## src/rtl/uart_rx.sv

```systemverilog
// UART 8N1 receiver clocked by the oversampling tick; LSB-first deserialiser
// with a valid/ack holding register, framing-error and overrun pulses.
module uart_rx #(
    parameter int unsigned SYNC_STAGES = 2
) (
    input  logic       tick,
    input  logic       rst,
    input  logic       Rx_Serial,
    input  logic [3:0] tick_div,
    input  logic       Rx_Ack,
    output logic [7:0] Rx_Data,
    output logic       Rx_Valid,
    output logic       Rx_Active,
    output logic       Rx_Frame_Err,
    output logic       Rx_Overrun
);

    typedef enum logic [2:0] {
        IDLE  = 3'd0,
        START = 3'd1,
        DATA  = 3'd2,
        STOP  = 3'd3,
        BREAK = 3'd4
    } state_t;

    state_t                 state, state_n;
    logic [SYNC_STAGES-1:0] sync;
    logic                   rxs;
    logic [3:0]             count, count_n;
    logic [2:0]             bit_indx, bit_indx_n;
    logic [7:0]             shift, shift_n;
    logic                   active_n;
    logic                   frame_err_n;
    logic                   load;
    logic [3:0]             half;
    logic [3:0]             half_m1;
    logic [3:0]             div_m1;

    always_ff @(posedge tick or posedge rst) begin
        if (rst) begin
            sync <= '1;
        end else begin
            sync <= {sync[SYNC_STAGES-2:0], Rx_Serial};
        end
    end

    assign rxs     = sync[SYNC_STAGES-1];
    assign half    = {1'b0, tick_div[3:1]};
    assign half_m1 = half - 4'd1;
    assign div_m1  = tick_div - 4'd1;

    always_ff @(posedge tick or posedge rst) begin
        if (rst) begin
            state        <= IDLE;
            count        <= '0;
            bit_indx     <= '0;
            shift        <= '0;
            Rx_Active    <= 1'b0;
            Rx_Frame_Err <= 1'b0;
        end else begin
            state        <= state_n;
            count        <= count_n;
            bit_indx     <= bit_indx_n;
            shift        <= shift_n;
            Rx_Active    <= active_n;
            Rx_Frame_Err <= frame_err_n;
        end
    end

    // The stop window (tick_div + half ticks) exceeds 4 bits, so STOP runs it
    // as two phases: tick_div ticks, then half ticks, with bit_indx[0] as phase.
    always_comb begin
        state_n     = state;
        count_n     = count;
        bit_indx_n  = bit_indx;
        shift_n     = shift;
        active_n    = Rx_Active;
        frame_err_n = 1'b0;
        load        = 1'b0;
        case (state)
            IDLE: begin
                count_n    = '0;
                bit_indx_n = '0;
                active_n   = 1'b0;
                if (!rxs) begin
                    state_n = START;
                end
            end
            START: begin
                if (count == half_m1) begin
                    count_n = '0;
                    if (!rxs) begin
                        active_n = 1'b1;
                        state_n  = DATA;
                    end else begin
                        state_n = IDLE;
                    end
                end else begin
                    count_n = count + 4'd1;
                end
            end
            DATA: begin
                if (count == div_m1) begin
                    count_n           = '0;
                    shift_n[bit_indx] = rxs;
                    if (bit_indx == 3'd7) begin
                        bit_indx_n = '0;
                        state_n    = STOP;
                    end else begin
                        bit_indx_n = bit_indx + 3'd1;
                    end
                end else begin
                    count_n = count + 4'd1;
                end
            end
            STOP: begin
                if (rxs) begin
                    load       = 1'b1;
                    active_n   = 1'b0;
                    count_n    = '0;
                    bit_indx_n = '0;
                    state_n    = IDLE;
                end else if (!bit_indx[0]) begin
                    if (count == div_m1) begin
                        count_n    = '0;
                        bit_indx_n = 3'd1;
                    end else begin
                        count_n = count + 4'd1;
                    end
                end else begin
                    if (count == half_m1) begin
                        frame_err_n = 1'b1;
                        active_n    = 1'b0;
                        count_n     = '0;
                        bit_indx_n  = '0;
                        state_n     = BREAK;
                    end else begin
                        count_n = count + 4'd1;
                    end
                end
            end
            BREAK: begin
                count_n    = '0;
                bit_indx_n = '0;
                if (rxs) begin
                    state_n = IDLE;
                end
            end
            default: begin
                count_n    = '0;
                bit_indx_n = '0;
                active_n   = 1'b0;
                state_n    = IDLE;
            end
        endcase
    end

    // A load takes priority over a coincident ack; overrun only if unacked.
    always_ff @(posedge tick or posedge rst) begin
        if (rst) begin
            Rx_Data    <= '0;
            Rx_Valid   <= 1'b0;
            Rx_Overrun <= 1'b0;
        end else begin
            Rx_Overrun <= 1'b0;
            if (load) begin
                Rx_Data    <= shift;
                Rx_Valid   <= 1'b1;
                Rx_Overrun <= Rx_Valid && !Rx_Ack;
            end else if (Rx_Ack) begin
                Rx_Valid <= 1'b0;
            end
        end
    end

endmodule
```

## config.mk

```make
export PLATFORM = sky130hd
export DESIGN_NAME = uart_rx
export DESIGN_NICKNAME = d
export VERILOG_FILES = /design/src/rtl/uart_rx.sv
export SDC_FILE = /design/constraint.sdc
export NUM_CORES = 1
export LEC_CHECK = 0
export ABC_CLOCK_PERIOD_IN_PS = 2500
export CORE_MARGIN = 2
export CORE_UTILIZATION = 28
export CTS_CLUSTER_SIZE = 12
export DETAILED_ROUTE_END_ITERATION = 6
export HOLD_SLACK_MARGIN = 0.06
export PLACE_DENSITY = 0.52
export SYNTH_ARGS = -nofsm -noshare
export SYNTH_HDL_FRONTEND = slang
export SYNTH_SLANG_ARGS = --single-unit
export TNS_END_PERCENT = 1
```

## constraint.sdc

```tcl
create_clock -name tick -period 2.5 [get_ports tick]
set_clock_uncertainty 0.1 [all_clocks]
set_input_delay 0.375 -clock tick [delete_from_list [all_inputs] [get_ports tick]]
set_output_delay 0.375 -clock tick [all_outputs]
set_load 0.005 [all_outputs]
```

==> results.md, run 1 <==
- Post-DP HPWL: around 2.3 mm
- Gates resized, CTS repair: 0
- Max VDD drop: approximately 250 uV
- Final Hold Viols: 0
- Core Region: slightly below 0.006 mm^2
- Tmin final: 2.325 ns
- Die width: 81.21 um
- Crit. End Element: flop
- Hold buffer count at cts: 0
- RSZ-0062 raised after global routing: no
- Synth warnings: 0
- Min-delay worst type: flop to flop
- Top Ports: 20
- WP data arrival: between 2 and 2.5 ns
- Slew Limit Fails: 0
- Worst-path clk slew: around 0.07 ns
- Syn Area/Cell: 11.20 um^2
- Number of global-route vias before repair: 1244
- Primary FF master, synth: dfrtp_1
- Relative slew slack: 66.00%
- CTS root buffer: clkbuf_8
- Final ANT Viol Nets: 0
- Hold_ws: between 0.2 and 0.3 ns
- DR iter-0 viols: 50
- Max H-tree Level: 2
- GPL Wtd Cong: ~0.85
- GRT Overall Usage: between 10% and 20%
- Commonest cells post-synth: 30 x dfrtp_1, 15 x mux2_2, 11 x nor2_1
- Clock tree from TritonCTS: built
- Total power: 1.755 mW
- Crit Path Max Fanout: 3
- Clock Path Buffers: 2
- CTS Buf Count: 5
- Net count after synthesis: 163
- CP max stage delay: 0.47 ns
- Initial antenna violation count: 0
- Vias per cell: around 4.8
- CP Launch Type: input pin
- Most common cell in the netlist: dfrtp_1
- Yosys cell types: 41
- Fillers: ~580
- Slowest CP cell: clkdlybuf4s50_1
- Status: completed
- Synth-to-Final Area Change: 26.69%
- Top-area cell type share of the netlist area: ~45%
- Cell Rows: 28
- Die H: between 80 and 90 um
- # DRC: 0
- Total die area: 0.006594 mm^2
- Final #Nets: 193
- Gr ovfl total: 0
- Most area-consuming cells after synthesis: dfrtp_1 45%, mux2_2 10%, ha_1 4.5%
- TritonCTS Sinks: 32
- Tcrit/Tclk final: just over 90%
- Final Util: roughly 36%
- Crit path cell chain: clkdlybuf4s50_1, inv_1, ha_1, xor2_1, nand3_2, or2_4, nor4b_4, mux2_1
- Pre-antenna DRT Iters: 4
- Port Buffers: 19
- Placed cell areas: around 0.002 mm^2
- Final wirelength: approximately 3.2 mm
- Share of cells above drive strength 1: roughly 22%
- Fmax: roughly 430 MHz
- P_leak: 0.9543 nW
- EDFF count, synth: 0
- Antenna cells: 0
- Post-synthesis instance total: approximately 150
- Starting Density: between 20 and 30%
- Async set-reset flop share out of synthesis: 100.0%
- Wire length of the first global-routing pass: roughly 5.7 mm
- Setup violations, final: 0
- DR WL/cell: between 10 and 15 um
- Largest net degree at the start of global routing: 33
- Mapped cell area: between 0.0015 and 0.002 mm^2
- Total of max-cap violations: 0
- Required @ worst endpoint: about 2.6 ns
- Kind of critical path: input pin to flop
- Fin area: 0.002115 mm^2
- Yosys reg bits: 32
- Pwr/cell area: 829.9 mW/mm^2
- Clock latency at the later pin of the worst-skew pair: 0.28 ns
- Vias: 1221
- Post CTS Setup Buffer Count: 0
- Cell accounting for the most synthesized area: dfrtp_1
- Worst-Margin Slew: 0.5047 ns
- Register area share after synthesis: a little under 50%
final cells by class:
type,count,area (um^2),area share (%)
clock buffer,5,68.82,3.254
clock inverter,3,42.54,2.012
inverter,6,22.52,1.065
multi-input combinational,105,818.3,38.70
sequential,32,803.3,37.99
tap,75,93.84,4.438
timing repair buffer,29,265.3,12.54
layer usage:
layer	wire length (um)	up-vias	track usage, %
li1	-	589	-
met1	1522	599	13.30
met2	1525	27	18.93
met3	141	6	3.444
met4	44	0	4.746
met5	0	-	0
final timing paths:
kind,startpoint,to,slack (ns),cells past startpoint
hold reg to reg,sync[0],sync[1],0.26,0
max in group asynchronous,rst,sync[0],1.59,3
setup / recovery,tick_div[1],shift[0],0.18,8
min in group asynchronous,rst,count[0],0.37,3
hold / removal,sync[0],sync[1],0.26,0
setup reg to reg,state[1],shift[0],0.48,5
where the power goes:
part | leakage [nW] | switching [mW] | total [mW] | internal, mW
logic | 0.468 | 0.262 | 0.549 | 0.287
clock network | 0.0541 | 0.196 | 0.491 | 0.295
registers | 0.433 | 0.122 | 0.715 | 0.593
total | 0.954 | 0.580 | 1.75 | 1.17
registers in the layout (all words and copies together) (netlist names), 2 cells and up:
| signal | cells |
|---|---|
| sync | 2 |
| shift | 8 |
| count | 4 |
| state | 3 |
| bit_indx | 3 |
| Rx_Data | 8 |
worst max-delay path: cells and delay by family:
kind          cells  cell delay (ns)
buf+inv           2             0.55
xor+xnor          1             0.20
simple gates      3             0.62
mux               1             0.34
fa+ha+maj         1             0.30
metrics by stage:
step	setup WS [ns]	std cells	setup TNS [ns]
4_1_cts	0.1541	255	0
3_5_place_dp	-0.1281	247	-0.4628
5_1_grt	0.08131	255	0
6_report	0.1753	255	0
2_1_floorplan	0.5117	149	0
3_3_place_gp	-0.04550	247	-0.1912
cell families (layout without fill, tap and decap cells):
logic type	count (synthesis)	in the layout	share of synthesized area, %
flip-flops	32	32	48.13
multiplexers	16	16	10.79
AO/OA/AOI/OAI	25	25	10.65
AND/OR/NAND/NOR	48	48	17.02
XOR/XNOR	10	10	6.072
buffers and inverters	12	43	2.848
adder cells (fa/ha/maj)	6	6	4.498
cell usage in the layout (no fill, tap or decap), types with 2 or more instances in the layout:
cell,n
dfrtp_1,30
clkdlybuf4s50_1,19
mux2_2,15
nor2_1,11
buf_4,10
nand2_1,7
inv_1,6
ha_1,6
xnor2_1,5
nor3_1,5
clkbuf_8,5
xor2_1,4
nor2b_1,4
o21ai_0,4
nand3_1,4
a21boi_0,3
nand4b_1,3
a22o_1,3
nand3b_1,3
nand2b_1,2
o211ai_1,2
nor3b_1,2
a21oi_1,2
a211oi_1,2
o22ai_1,2
dfstp_2,2
Note: power is estimated with default switching activity, not from simulation.
==> run 2: changes to the inputs <==
--- a/config.mk
+++ b/config.mk
@@ -8,6 +8,7 @@
 export ABC_CLOCK_PERIOD_IN_PS = 2500
 export CORE_MARGIN = 2
 export CORE_UTILIZATION = 28
+export CTS_CLUSTER_DIAMETER = 60
 export CTS_CLUSTER_SIZE = 12
 export DETAILED_ROUTE_END_ITERATION = 6
 export HOLD_SLACK_MARGIN = 0.06
==> results of run 2 <==
The final DEF is identical to that of run 1; final timing and power are the same.
